==> src/rtl/eth_test_frame_gen_pkg.sv <==
// rtl/eth_test_frame_gen_pkg.sv - states and constants shared by the MII test-frame generator
package eth_test_frame_gen_pkg;

    typedef enum logic [2:0] {
        IDLE,
        PREAMBLE,
        SFD,
        HEADER,
        PAYLOAD,
        FCS,
        IFG
    } state_t;

    localparam logic [3:0]  PREAMBLE_NIBBLE = 4'h5;
    localparam logic [3:0]  SFD_NIBBLE      = 4'hD;
    localparam logic [31:0] CRC_POLY        = 32'hEDB8_8320;
    localparam logic [31:0] CRC_INIT        = 32'hFFFF_FFFF;
    localparam logic [31:0] CRC_RESIDUE     = 32'hDEBB_20E3;
    localparam int          HEADER_NIBBLES  = 28;

endpackage

==> src/rtl/eth_crc32_nibble.sv <==
// rtl/eth_crc32_nibble.sv - combinational reflected CRC-32 step over one nibble, LSB first
module eth_crc32_nibble
    import eth_test_frame_gen_pkg::*;
(
    input  logic [31:0] crc,
    input  logic [3:0]  nibble,
    output logic [31:0] crc_next
);

    logic [31:0] c;

    always_comb begin
        c = crc;
        for (int i = 0; i < 4; i++) begin
            c = (c[0] ^ nibble[i]) ? ((c >> 1) ^ CRC_POLY) : (c >> 1);
        end
    end

    assign crc_next = c;

endmodule

==> src/rtl/eth_test_frame_gen.sv <==
// rtl/eth_test_frame_gen.sv - back-to-back MII test-frame generator; FCS transmitted when ETH_TEST_FRAME_GEN_FCS_EN is defined
module eth_test_frame_gen
    import eth_test_frame_gen_pkg::*;
#(
    parameter logic [47:0] DST_MAC     = 48'hFFFF_FFFF_FFFF,
    parameter logic [47:0] SRC_MAC     = 48'h02_00_00_00_00_01,
    parameter logic [15:0] ETHERTYPE   = 16'h88B5,
    parameter int          PAYLOAD_LEN = 46,
    parameter int          IFG_NIBBLES = 24
) (
    input  logic        clk_in,
    input  logic        rst_in,
    input  logic        enable_in,
    output logic [3:0]  eth_txd_out,
    output logic        eth_tx_en_out,
    output logic        busy_out,
    output logic [15:0] frame_count_out
);

    localparam logic [111:0] HDR      = {DST_MAC, SRC_MAC, ETHERTYPE};
    localparam logic [15:0]  PRE_LAST = 16'd14;
    localparam logic [15:0]  HDR_LAST = 16'(HEADER_NIBBLES - 1);
    localparam logic [15:0]  PAY_LAST = 16'(2 * PAYLOAD_LEN - 1);
    localparam logic [15:0]  FCS_LAST = 16'd7;
    localparam logic [15:0]  IFG_LAST = 16'(IFG_NIBBLES - 1);

    state_t      state, state_next;
    logic [15:0] cnt, cnt_next;
    logic [3:0]  txd, nibble;
    logic        tx_en, nibble_en, busy;
    logic [15:0] frame_count;
    logic [6:0]  hdr_lsb;
    logic [7:0]  hdr_byte, pay_byte;
    logic [10:0] pay_idx;

    // Header bytes go out MSB byte first, so byte b sits at bit 8*(13-b).
    assign hdr_lsb  = 7'(8 * (13 - int'(cnt[4:1])));
    assign hdr_byte = 8'(HDR >> hdr_lsb);
    assign pay_idx  = cnt[11:1];
    assign pay_byte = (pay_idx == 11'd0) ? frame_count[15:8] :
                      (pay_idx == 11'd1) ? frame_count[7:0]  : pay_idx[7:0];

`ifdef ETH_TEST_FRAME_GEN_FCS_EN
    logic [31:0] crc, crc_next, fcs;

    eth_crc32_nibble u_crc (
        .crc      (crc),
        .nibble   (nibble),
        .crc_next (crc_next)
    );

    assign fcs = ~crc;
`endif

    always_comb begin
        state_next = state;
        cnt_next   = cnt + 16'd1;
        nibble     = 4'h0;
        nibble_en  = 1'b0;
        case (state)
            IDLE: begin
                cnt_next = '0;
                if (enable_in) state_next = PREAMBLE;
            end
            PREAMBLE: begin
                nibble_en = 1'b1;
                nibble    = PREAMBLE_NIBBLE;
                if (cnt == PRE_LAST) begin
                    state_next = SFD;
                    cnt_next   = '0;
                end
            end
            SFD: begin
                nibble_en  = 1'b1;
                nibble     = SFD_NIBBLE;
                state_next = HEADER;
                cnt_next   = '0;
            end
            HEADER: begin
                nibble_en = 1'b1;
                nibble    = cnt[0] ? hdr_byte[7:4] : hdr_byte[3:0];
                if (cnt == HDR_LAST) begin
                    state_next = PAYLOAD;
                    cnt_next   = '0;
                end
            end
            PAYLOAD: begin
                nibble_en = 1'b1;
                nibble    = cnt[0] ? pay_byte[7:4] : pay_byte[3:0];
                if (cnt == PAY_LAST) begin
`ifdef ETH_TEST_FRAME_GEN_FCS_EN
                    state_next = FCS;
`else
                    state_next = IFG;
`endif
                    cnt_next   = '0;
                end
            end
            FCS: begin
`ifdef ETH_TEST_FRAME_GEN_FCS_EN
                nibble_en = 1'b1;
                nibble    = fcs[{cnt[2:0], 2'b00} +: 4];
                if (cnt == FCS_LAST) begin
                    state_next = IFG;
                    cnt_next   = '0;
                end
`else
                state_next = IFG;
                cnt_next   = '0;
`endif
            end
            IFG: begin
                if (cnt == IFG_LAST) begin
                    state_next = enable_in ? PREAMBLE : IDLE;
                    cnt_next   = '0;
                end
            end
            default: begin
                state_next = IDLE;
                cnt_next   = '0;
            end
        endcase
    end

    // Outputs lag the state by one register; frames are counted on the first IFG cycle.
    always_ff @(posedge clk_in) begin
        if (rst_in) begin
            state       <= IDLE;
            cnt         <= '0;
            txd         <= 4'h0;
            tx_en       <= 1'b0;
            busy        <= 1'b0;
            frame_count <= '0;
        end else begin
            state <= state_next;
            cnt   <= cnt_next;
            txd   <= nibble;
            tx_en <= nibble_en;
            busy  <= (state_next != IDLE);
            if (state == IFG && cnt == '0) frame_count <= frame_count + 16'd1;
        end
    end

`ifdef ETH_TEST_FRAME_GEN_FCS_EN
    always_ff @(posedge clk_in) begin
        if (rst_in || state == SFD) crc <= CRC_INIT;
        else if (state == HEADER || state == PAYLOAD) crc <= crc_next;
    end
`endif

    assign eth_txd_out     = txd;
    assign eth_tx_en_out   = tx_en;
    assign busy_out        = busy;
    assign frame_count_out = frame_count;

endmodule

==> config.mk <==
export PLATFORM = sky130hd
export DESIGN_NAME = eth_test_frame_gen
export DESIGN_NICKNAME = d
export VERILOG_FILES = /design/src/rtl/eth_test_frame_gen_pkg.sv /design/src/rtl/eth_crc32_nibble.sv /design/src/rtl/eth_test_frame_gen.sv
export SDC_FILE = /design/constraint.sdc
export NUM_CORES = 1
export LEC_CHECK = 0
export CORE_ASPECT_RATIO = 1.4
export CORE_MARGIN = 4
export CORE_UTILIZATION = 40
export CTS_CLUSTER_SIZE = 20
export DETAILED_ROUTE_END_ITERATION = 8
export PLACE_DENSITY = 0.69
export SETUP_SLACK_MARGIN = 0.5
export SLEW_MARGIN = 30
export SYNTH_ARGS = -nofsm -noshare
export SYNTH_HDL_FRONTEND = slang
export SYNTH_SLANG_ARGS = --single-unit
==> constraint.sdc <==
create_clock -name clk_in -period 3.2 [get_ports clk_in]
set_input_delay 0.8 -clock clk_in [delete_from_list [all_inputs] [get_ports clk_in]]
set_output_delay 0.8 -clock clk_in [all_outputs]
set_load 0.05 [all_outputs]
# Word-level counts from Yosys, hierarchy flattened
# Cells that the tools add are included.
# op_classes
addsub,3
eq_ne,11
n_shift,1
mux,18
reduce_logical,6
# ops
cell,count
"right shift 112 x 7 -> 8 bit, first input constant",1
two-way mux 16 bit,4
case mux 16 bit (4 select lines),1
"adder 16 x 1 -> 16 bit, second input constant",2
"== test 16 x 5 -> 1 bit, second input constant",2
case mux 3 bit (7 select lines),1
"== test 16 x 4 -> 1 bit, second input constant",1
"== test 16 x 7 -> 1 bit, second input constant",1
zero test 16 bit,1
two-way mux 8 bit,2
case mux 4 bit (4 select lines),1
two-way mux 3 bit,5
"== test 11 x 1 -> 1 bit, second input constant",1
zero test 11 bit,1
"== test 3 bit, second input constant",3
two-way mux 4 bit,2
"== test 3 x 2 -> 1 bit, second input constant",2
OR reduction 4 bit,1
"subtractor 4 bit, first input constant",1
"== test 3 x 1 -> 1 bit, second input constant",1
zero test 3 bit,1
nonzero test 3 bit,1
two-way mux 1 bit,2
logical AND 1 bit,1
# totals
regBits,41
in_bits,3
word_cells,45

# Longest topological paths before layout
# Gate-level depths: netlist (run 1).
# depth
depth_word,5
depth_mapped,9
mapped_depth_nobuf,8

# Worst setup path before layout (run 1)
# Ideal clock, no wire load.
# synth_path
path_kind,register to register
start,register cnt[8]
end,"register frame_count[14], in the netlist frame_count_out[14]"
setup_time_ps,70
arrival_ps,2333
required_ps,3130
setup_slack_ps,797
path_stages_with_launch,8
synth_period_minus_slack_ps,2403
path_cell_list,dfxtp_1 -> or4_1 -> buf_6 -> or3_4 -> or3_1 -> clkbuf_2 -> or3_1 -> a21oi_1
# synth_between
elab_chain_cells,2
# synth_rtl
item,line,text
"start, declared",eth_test_frame_gen.sv:28,"logic [15:0] cnt, cnt_next;"
"start signal, assigned",eth_test_frame_gen.sv:136,cnt <= cnt_next;
zero test 16 bit,eth_test_frame_gen.sv:140,if (state == IFG && cnt == '0) frame_count <= frame_count + 16'd1;
logical AND 1 bit,eth_test_frame_gen.sv:140,
"end signal, assigned",eth_test_frame_gen.sv:140,
"end, declared",eth_test_frame_gen.sv:31,logic [15:0] frame_count;
# Every way passes these cells.
# A chain may end at the register's enable or synchronous reset.

# Worst setup path in the final report (run 1)
# layout_path
start,register cnt[12]
end,"register frame_count[14], in the netlist frame_count_out[14]"
# Same word-level chain as after synthesis.

==> results.ini, run 1 <==
[synth]
yosysTopAreaCellShare_pct = 35.7
netlist.top_cell.by_area = dfxtp_1
ys_ff_latch = 41
synthesis.nets = 294
synth_edf_count = 0
synth_ff_type = dfxtp_1
async_flop_share_pct = 0
synth.area.top_cells = dfxtp_1, ha_1, nor2_1
synth_cells = 281
syn_area_um2 = 2300
ys_warn_count = 0
synth-seq-area-share_pct = 35.7
ys_types = 51
synth_area_per_cell_um2 = 8.18

[sta]
worst_slew_pin_slew_ns = 0.608
hold_viol_final = 0
post-route-period-util_pct = 79.9
relSlewSlack_pct = 59.2
setup_viol = 0
maxSlewViolCount = 0
tns_ns = 0
fin_crit_ns = 2.56
fmax_mhz = 391
rsz0062_at_grt = false
hold_slack_ns = 0.523
finalWorstSetupSlack_ns = 0.645
skew_ns = 0.00325

[grt]
antenna_found_initial = 0
grt_max_degree = 19
grtUsageTotal_pct = 16.5
grt_overflow = 0
grt_pass1_vias = 2060
grt_pass1_wl_um = 9520

[critical_path]
crit_required_ns = 3.43
reg2reg_setup_slack_ns = 0.64
start_kind = flip-flop
arrival_ns = 2.78
worst-setup-path-type = flip-flop to flip-flop
cp_max_fo = 8
cp-end-kind = flip-flop

[finish]
synthToLayoutAreaGrowth_pct = 16.6
postLayoutCoreUtil_pct = 48.5
layout-drive-gt1-share_pct = 7.33
fillers = 561
multi_input_area_um2 = 1380
design_area_um2 = 2680
antenna_cells = 0
fin_nets = 312
seq_area_um2 = 821

[cts]
clock_sinks = 41
cts.path.max_buffers = 2
clockRootBuffer = clkbuf_8
clkTransAtPathRegs_ns = 0.08
cts_tree = yes
numCtsBuffers = 5
post_cts_buffers = 0
insertion_delay_ns = 0.29
htree_num_levels = 2

[floorplanning]
fp-row-count = 32
start_util_pct = 41.6
dieHeight_um = 97.7
pin_count = 25
core_um2 = 5530
die_w_um = 72.1
fp.dieArea_um2 = 7040

[job]
drv_cap = 0

[worst_hold_path]
min_path_type = flip-flop to flip-flop

[detailed_routing]
routed_via_density = 5.73
avgRoutedWirePerCell_um = 14.7
antenna_left = 0
vias = 2109
dr.pass1.iters = 4
wirelength_um = 5410
drt_iter0_markers = 60
drc = 0

[place]
dp_slack_ns = 0.499
place_congestion = 0.787
portBuffers = 24
hpwl_um = 3970
postPlaceCellArea_um2 = 2570

[pwr]
irDropWorstVdd_mv = 0.164
power_density_nw_per_um2 = 334
p_leak_nw = 0.886

[run_status]
status = finished clean

final cells by class:
| type | instances | share of cell area, % |
|---|---|---|
| inverters | 13 | 1.82 |
| clock inverters | 3 | 0.654 |
| flip-flops and latches | 41 | 30.6 |
| well taps | 68 | 3.17 |
| repair buffers | 26 | 9.52 |
| multi-input cells | 212 | 51.6 |
| clock buffers | 5 | 2.57 |
cell families after synthesis:
| group | share of synthesized area [%] |
|---|---|
| fa+ha+maj | 5.44 |
| flops | 35.7 |
| compound gates | 15.9 |
| buf+inv | 5.01 |
| simple gates | 29.5 |
| xor+xnor | 8.00 |
| mux | 0.490 |
synth_stat cells, types with 2 or more instances:
| master | number |
|---|---|
| dfxtp_1 | 41 |
| nor2_1 | 30 |
| nand2_1 | 17 |
| or3_1 | 15 |
| a21oi_1 | 13 |
| o21ai_0 | 13 |
| clkbuf_1 | 12 |
| inv_1 | 12 |
| nand3_1 | 12 |
| nor3_1 | 12 |
| xnor2_1 | 12 |
| ha_1 | 10 |
| xor2_1 | 9 |
| nand4_1 | 7 |
| nor4_1 | 7 |
| or4_1 | 5 |
| a22o_1 | 4 |
| and3_1 | 4 |
| and4_1 | 3 |
| nor3b_1 | 3 |
| o211ai_1 | 3 |
| or2_2 | 3 |
| a211oi_1 | 2 |
| a311o_1 | 2 |
| a31oi_1 | 2 |
| nand2b_1 | 2 |
| o32ai_1 | 2 |
what timing repair did:
item,in CTS,in global routing
resized for setup,1,3
gates cloned,0,0
pin swaps,0,0
hold buffers,0,0
endpoints found under the setup margin,1,19
metrics by stage:
stage	cells	total power, W
2_1_floorplan	281	0.000560
3_3_place_gp	360	0.000575
3_5_place_dp	360	0.000575
4_1_cts	368	0.000905
5_1_grt	368	0.000932
6_report	368	0.000895
final timing paths:
path,startpoint,depth (start not counted),endpoint
max,cnt[12],5,frame_count_out[14]
min,frame_count_out[15],2,frame_count_out[15]
max reg2reg,cnt[12],5,frame_count_out[14]
min reg2reg,frame_count_out[15],2,frame_count_out[15]
cells in the final DEF, fill, tap and decap left out, types with 3 or more instances in the layout:
master,Yosys,routed
a22o_1,4,4
nand2_1,17,17
nor2_1,30,30
xnor2_1,12,12
o211ai_1,3,3
and4_1,3,3
and3_1,4,4
nand3_1,12,12
ha_1,10,10
clkbuf_8,0,5
or3_1,15,15
a21oi_1,13,13
o21ai_0,13,13
dfxtp_1,41,41
nor4_2,1,3
nor3_1,12,11
nor3b_1,3,3
nor4_1,7,5
clkdlybuf4s50_1,0,24
or4_1,5,4
inv_1,12,12
nand4_1,7,7
or2_2,3,3
xor2_1,9,9
critical path: stages, from the launching register on:
cell and delay, ns:
dfxtp_1 0.34, or4_1 0.69, or3_4 0.46, or3_1 0.48
or3_1 0.38, a21oi_1 0.14
flip-flops by register name (all words and copies together), names as in the netlist:
register and count:
state 3, eth_tx_en_out 1, busy_out 1, cnt 16, eth_txd_out 4, frame_count_out 16
metal layers:
| metal | share of wire [%] | GRT usage [%] |
|---|---|---|
| met5 | 0 | 0 |
| met4 | 1.9 | 7.81 |
| met3 | 2.7 | 3.21 |
| met2 | 50 | 26.9 |
| met1 | 46 | 20.4 |
report_power, final:
part | switching, W | internal [W] | total, W
clock network | 0.000182 | 0.000151 | 0.000333
logic | 0.0000275 | 0.0000157 | 0.0000432
registers | 0.00000540 | 0.000514 | 0.000520
No activity file was read; power rests on OpenSTA's default activity.
==> inputs of run 2 (changes only) <==
==> constraint.sdc (replaced) <==
create_clock -name clk_in -period 2.7 [get_ports clk_in]
set_input_delay 0.675 -clock clk_in [delete_from_list [all_inputs] [get_ports clk_in]]
set_output_delay 0.675 -clock clk_in [all_outputs]
set_load 0.05 [all_outputs]
==> run 2 against run 1 <==
Non-clock buffer count up 13. Flip-flop and latch count unchanged. Combinational power up 24%. Cell area up 6.0%. Clock skew up 0.0059 ns. First-iteration DRC count up 18%. Sequential power up 18%. Via count up 5.1%. Register-to-register slack worse by 0.26 ns. Critical path type unchanged. Critical endpoint is now busy_out. Largest cell class unchanged.
==> results.ini, run 2 (synthesized netlist as in run 1, its figures left out) <==
[pwr]
finalPower_w = 0.00106  ; +18%
power_density_nw_per_um2 = 373  ; +12%
irDropWorstVdd_mv = 0.261  ; +59%
p_leak_nw = 1.06  ; +20%

[place]
dp_slack_ns = 0.170  ; -0.329 ns
postPlaceCellArea_um2 = 2650  ; +2.9%
portBuffers = 24  ; unchanged
place_congestion = 0.825  ; +4.9%
hpwl_um = 4100  ; +3.3%

[critical_path]
cp-end-kind = flip-flop
worst-setup-path-type = flip-flop to flip-flop
r2r_cells = 6  ; +1
arrival_ns = 2.49  ; -0.29 ns
slowest_delay_ns = 0.60  ; -0.09 ns
worstPathCellList = or4_4 > buf_4 > nor4_4 > a211oi_1 > o41a_1 > or3_1
cpMaxStageDelayCell = or4_4
cp_max_fo = 5  ; -3
r2r-end = busy_out
cp-startpoint = cnt[8]
crit_required_ns = 2.88  ; -0.55 ns
start_kind = flip-flop
reg2reg_setup_slack_ns = 0.39  ; -0.26 ns
endpoint = busy_out
r2r_start = cnt[8]

[detailed_routing]
wirelength_um = 5880  ; +8.7%
routed_via_density = 5.80  ; +1.3%
avgRoutedWirePerCell_um = 15.4  ; +4.7%
antenna_left = 0  ; unchanged
drc = 0  ; unchanged
dr.pass1.iters = 4  ; unchanged
drt_iter0_markers = 71  ; +18%
vias = 2217  ; +5.1%

[floorplanning]
core_um2 = 5530  ; unchanged
fp-row-count = 32  ; unchanged
start_util_pct = 41.6  ; unchanged
fp.dieArea_um2 = 7040  ; unchanged
dieHeight_um = 97.7  ; unchanged
die_w_um = 72.1  ; unchanged
pin_count = 25  ; unchanged

[finish]
layout_commonest_cell = dfxtp_1
fillers = 558  ; -0.53%
multi_input_area_um2 = 1450  ; +4.7%
antenna_cells = 0  ; unchanged
synthToLayoutAreaGrowth_pct = 23.6
layout_common_cells = dfxtp_1, nor2_1, nand2_1
fin_nets = 326  ; +4.5%
layout-drive-gt1-share_pct = 15.9  ; +8.6 points
seq_area_um2 = 831  ; +1.2%
design_area_um2 = 2840  ; +6.0%

[sta]
hold_viol_final = 0  ; unchanged
setup_viol = 0  ; unchanged
tns_ns = 0  ; unchanged
relSlewSlack_pct = 53.7  ; -5.5 points
post-route-period-util_pct = 85.6  ; +5.8 points
skew_ns = 0.00918  ; +0.00593 ns
fin_crit_ns = 2.31  ; -0.243 ns
hold_slack_ns = 0.512  ; -0.0117 ns
maxSlewViolCount = 0  ; unchanged
rsz0062_at_grt = true
fmax_mhz = 433  ; +11%
worst_slew_pin_slew_ns = 0.677  ; +0.0695 ns
finalWorstSetupSlack_ns = 0.388  ; -0.257 ns

[grt]
busiest_layer = met2
grtUsageMet1_pct = 21.7  ; +1.3 points
grt_overflow = 0  ; unchanged
antenna_found_initial = 0  ; unchanged
use_met2_pct = 30.0  ; +3.0 points
grt_max_degree = 19  ; unchanged
use_met3_pct = 2.48  ; -0.72 points
grtUsageTotal_pct = 17.5  ; +0.99 points
grt_pass1_vias = 2131  ; +3.4%
grt_pass1_wl_um = 10100  ; +6.4%

[cts]
cts.path.max_buffers = 2  ; unchanged
insertion_delay_ns = 0.29  ; about the same
cts_tree = yes
clockRootBuffer = clkbuf_8
numCtsBuffers = 5  ; unchanged
htree_num_levels = 2  ; unchanged
hold_buffers = 0  ; unchanged
clkTransAtPathRegs_ns = 0.08  ; about the same
clock_sinks = 41  ; unchanged

[job]
drv_cap = 0  ; unchanged

[worst_hold_path]
min_path_type = flip-flop to flip-flop

[run_status]
status = finished clean

-- run 2: where the power goes --
part | internal, W | switching (W) | total (W)
Sequential | 0.000608 | 0.00000628 | 0.000615
Clock | 0.000178 | 0.000212 | 0.000390
Combinational | 0.0000200 | 0.0000335 | 0.0000535
Total | 0.000807 | 0.000251 | 0.00106
-- run 2: per-stage QoR --
step                      utilization, %  cells
after global placement              47.9    368
final                               51.4    382
after floorplan                        -    281
after global routing                51.4    382
after detailed placement            47.9    368
after CTS                           50.4    380
-- run 2: area by class of cell --
class                   count  area share [%]
inverters                  13            1.72
multi-input cells         213            51.0
well taps                  68            3.00
repair buffers             39            12.0
flip-flops and latches     41            29.3
clock inverters             3           0.617
clock buffers               5            2.42
-- run 2: critical path, delay by kind of cell (launching register included) --
kind | cells | cell delay [ns]
simple gates | 3 | 1.16
compound gates | 2 | 0.52
flops | 1 | 0.35
buf+inv | 1 | 0.18
-- run 2: worst min-delay path by stage --
stage	depth (start not counted)	to	startpoint
4_1_cts	2	frame_count_out[15]	frame_count_out[15]
3_3_place_gp	2	cnt[15]	cnt[15]
5_1_grt	2	cnt[15]	cnt[15]
3_5_place_dp	2	cnt[15]	cnt[15]
6_report	2	cnt[15]	cnt[15]
2_1_floorplan	2	cnt[15]	cnt[15]
-- run 2: timing repair --
item                                    4_1_cts  5_1_grt
gates resized for setup                      23       12
cloned                                        1        0
endpoints found under the setup margin       42       32
pin swaps                                     6        5
setup buffers                                 3        2
-- run 2: routing by layer --
| layer | part of all wire [%] | routed length [um] |
|---|---|---|
| met2 | 52 | 3030 |
| met1 | 42 | 2450 |
| met4 | 2.1 | 121 |
| met5 | 0 | 0 |
| met3 | 4.8 | 280 |
==> inputs of run 3 (changes only) <==
--- a/config.mk
+++ b/config.mk
@@ -6,10 +6,11 @@
 export NUM_CORES = 1
 export LEC_CHECK = 0
 export CORE_ASPECT_RATIO = 1.4
-export CORE_MARGIN = 4
+export CORE_MARGIN = 3
 export CORE_UTILIZATION = 40
 export CTS_CLUSTER_SIZE = 20
 export DETAILED_ROUTE_END_ITERATION = 8
+export GPL_TIMING_DRIVEN = 1
 export PLACE_DENSITY = 0.69
 export SETUP_SLACK_MARGIN = 0.5
 export SLEW_MARGIN = 30
==> run 3 against run 2 <==
Cell area rose by 2.2%. Critical path depth down 1. Sequential share of layout area decreased by 0.46 points. Clock-buffer cell count rose by 1. Global-route usage up 0.88 points. Register-to-register slack better by 0.07 ns. Largest power group unchanged. Clock power grew 5%. Fmax up 2.9%. Via count fell by 0.90%. Critical path type unchanged. Core utilization rose by 1.1 points.
==> results.ini, run 3 (synthesized netlist as in run 1, its figures left out) <==
[place]
portBuffers = 24  ; unchanged
place_congestion = 0.827  ; +0.25%
hpwl_um = 4260  ; +3.8%
dp.cells = 371  ; +0.82%

[critical_path]
cp_max_fo = 8  ; +3
cpMaxStageDelayCell = or4_4
arrival_ns = 2.48  ; about the same
cp.buffers_inverters = 0  ; -1
start_kind = flip-flop
cp-end-kind = flip-flop
cpLargestDelayFamily = simple AND/OR/NAND/NOR gates
r2r_start = cnt[15]
cp-startpoint = cnt[15]
worst-setup-path-type = flip-flop to flip-flop
worst_path_most_repeated_cell = or3_4
crit_required_ns = 2.93  ; +0.05 ns
worstPathCellList = or4_4 > or3_4 > or3_4 > or3_1 > a21oi_1
slowest_delay_ns = 0.61  ; about the same

[finish]
postLayoutCoreUtil_pct = 52.5  ; +1.1 points
layout_commonest_cell = dfxtp_1
fin_nets = 331  ; +1.5%
fin_cells = 386  ; +1.0%
synthToLayoutAreaGrowth_pct = 26.3
layout_common_cells = dfxtp_1, nor2_1, buf_4
layout-drive-gt1-share_pct = 18.6  ; +2.6 points
antenna_cells = 0  ; unchanged

[detailed_routing]
drt_iter0_markers = 78  ; +9.9%
dr.pass1.iters = 4  ; unchanged
vias = 2197  ; -0.90%
drc = 0  ; unchanged
avgRoutedWirePerCell_um = 15.2  ; -1.2%
routed_via_density = 5.69  ; -1.9%
wirelength_um = 5880  ; -0.12%
antenna_left = 0  ; unchanged

[cts]
insertion_delay_ns = 0.30  ; about the same
htree_num_levels = 2  ; unchanged
clkTransAtPathRegs_ns = 0.07  ; about the same
numCtsBuffers = 5  ; unchanged
clockRootBuffer = clkbuf_8
hold_buffers = 0  ; unchanged
cts_tree = yes
clock_sinks = 41  ; unchanged
cts.path.max_buffers = 2  ; unchanged

[job]
drv_cap = 0  ; unchanged

[sta]
tns_ns = 0  ; unchanged
skew_ns = 0.0111  ; +0.00195 ns
setup_viol = 0  ; unchanged
worst_slew_pin_slew_ns = 0.716  ; +0.0391 ns
hold_viol_final = 0  ; unchanged
fin_crit_ns = 2.25  ; -0.0652 ns
post-route-period-util_pct = 83.2  ; -2.4 points
relSlewSlack_pct = 51.0  ; -2.7 points
maxSlewViolCount = 0  ; unchanged
rsz0062_at_grt = true
fmax_mhz = 445  ; +2.9%
hold_slack_ns = 0.499  ; -0.0129 ns

[grt]
grt_overflow = 0  ; unchanged
grtUsageTotal_pct = 18.4  ; +0.88 points
antenna_found_initial = 0  ; unchanged
grt_pass1_vias = 2178  ; +2.2%
grt_max_degree = 17  ; -2
grt_pass1_wl_um = 9990  ; -1.4%

[floorplanning]
dieHeight_um = 95.7  ; -2.0%
die_w_um = 70.1  ; -2.8%
start_util_pct = 41.6  ; unchanged
fp.dieArea_um2 = 6700  ; -4.8%
pin_count = 25  ; unchanged
core_um2 = 5530  ; unchanged
fp-row-count = 32  ; unchanged

[pwr]
p_switching_w = 0.000247  ; -1.8%
p_leak_nw = 1.07  ; +1.3%
switching_share_pct = 22.8  ; -0.90 points
power_density_nw_per_um2 = 372  ; -0.12%
irDropWorstVdd_mv = 0.226  ; -13%
p_clk_share_pct = 37.8  ; +0.9 points
p_comb_share_pct = 5.7  ; +0.6 points
p_int_w = 0.000833  ; +3.3%
power_frac_seq_pct = 56.5  ; -1.6 points

[worst_hold_path]
min_path_type = flip-flop to flip-flop
min_from = cnt[0]

[run_status]
status = finished clean

run 3: cell types whose count changed in the layout (fill, tap and decap cells not counted), moves of 2 or more:
cell	before	now
buf_4	15	19
clkinv_2	2	0
dfxtp_1	35	31
buf_6	0	2
dfxtp_2	5	9
run 3: repair_timing:
item	in CTS	in global routing
buffers inserted	7	1
resized for setup	27	16
setup endpoints to repair	44	32
gates cloned	0	0
pin swaps	5	14
run 3: power groups by stage:
stage	clock, W	combinational (W)	sequential (W)
2_1_floorplan	0	0.0000249	0.000639
3_3_place_gp	0	0.0000598	0.000626
3_5_place_dp	0	0.0000599	0.000626
4_1_cts	0.000422	0.0000604	0.000611
5_1_grt	0.000443	0.0000666	0.000611
6_report	0.000408	0.0000616	0.000610
run 3: path summary, 6_finish.rpt:
path,slack (ns),end,cells past startpoint
max,0.45,frame_count_out[12],5
min,0.50,cnt[0],1
max reg2reg,0.45,frame_count_out[12],5
min reg2reg,0.50,cnt[0],1
run 3: cell type report:
class                   instances  area, um2
multi-input cells             212       1450
well taps                      68       85.1
inverters                      13       48.8
repair buffers                 45        389
fillers                       550       2620
flip-flops and latches         41        836
clock inverters                 1       7.51
clock buffers                   6       82.6
run 3: routing by layer:
layer  up-vias  track usage (%)  part of all wire, %
met1      1034             20.3                   40
li1       1093                -                    -
met4         0             8.95                  2.5
met3        13             3.13                  4.0
met2        57             34.1                   53
met5         -                0                    0
run 3: metrics by stage:
stage,area [um2],power (W),setup WS [ns]
floorplan,2330,0.000664,0.406
global placement,2670,0.000686,0.249
detailed placement,2670,0.000686,0.195
CTS,2840,0.00109,0.414
global route,2900,0.00112,0.393
finish,2900,0.00108,0.453
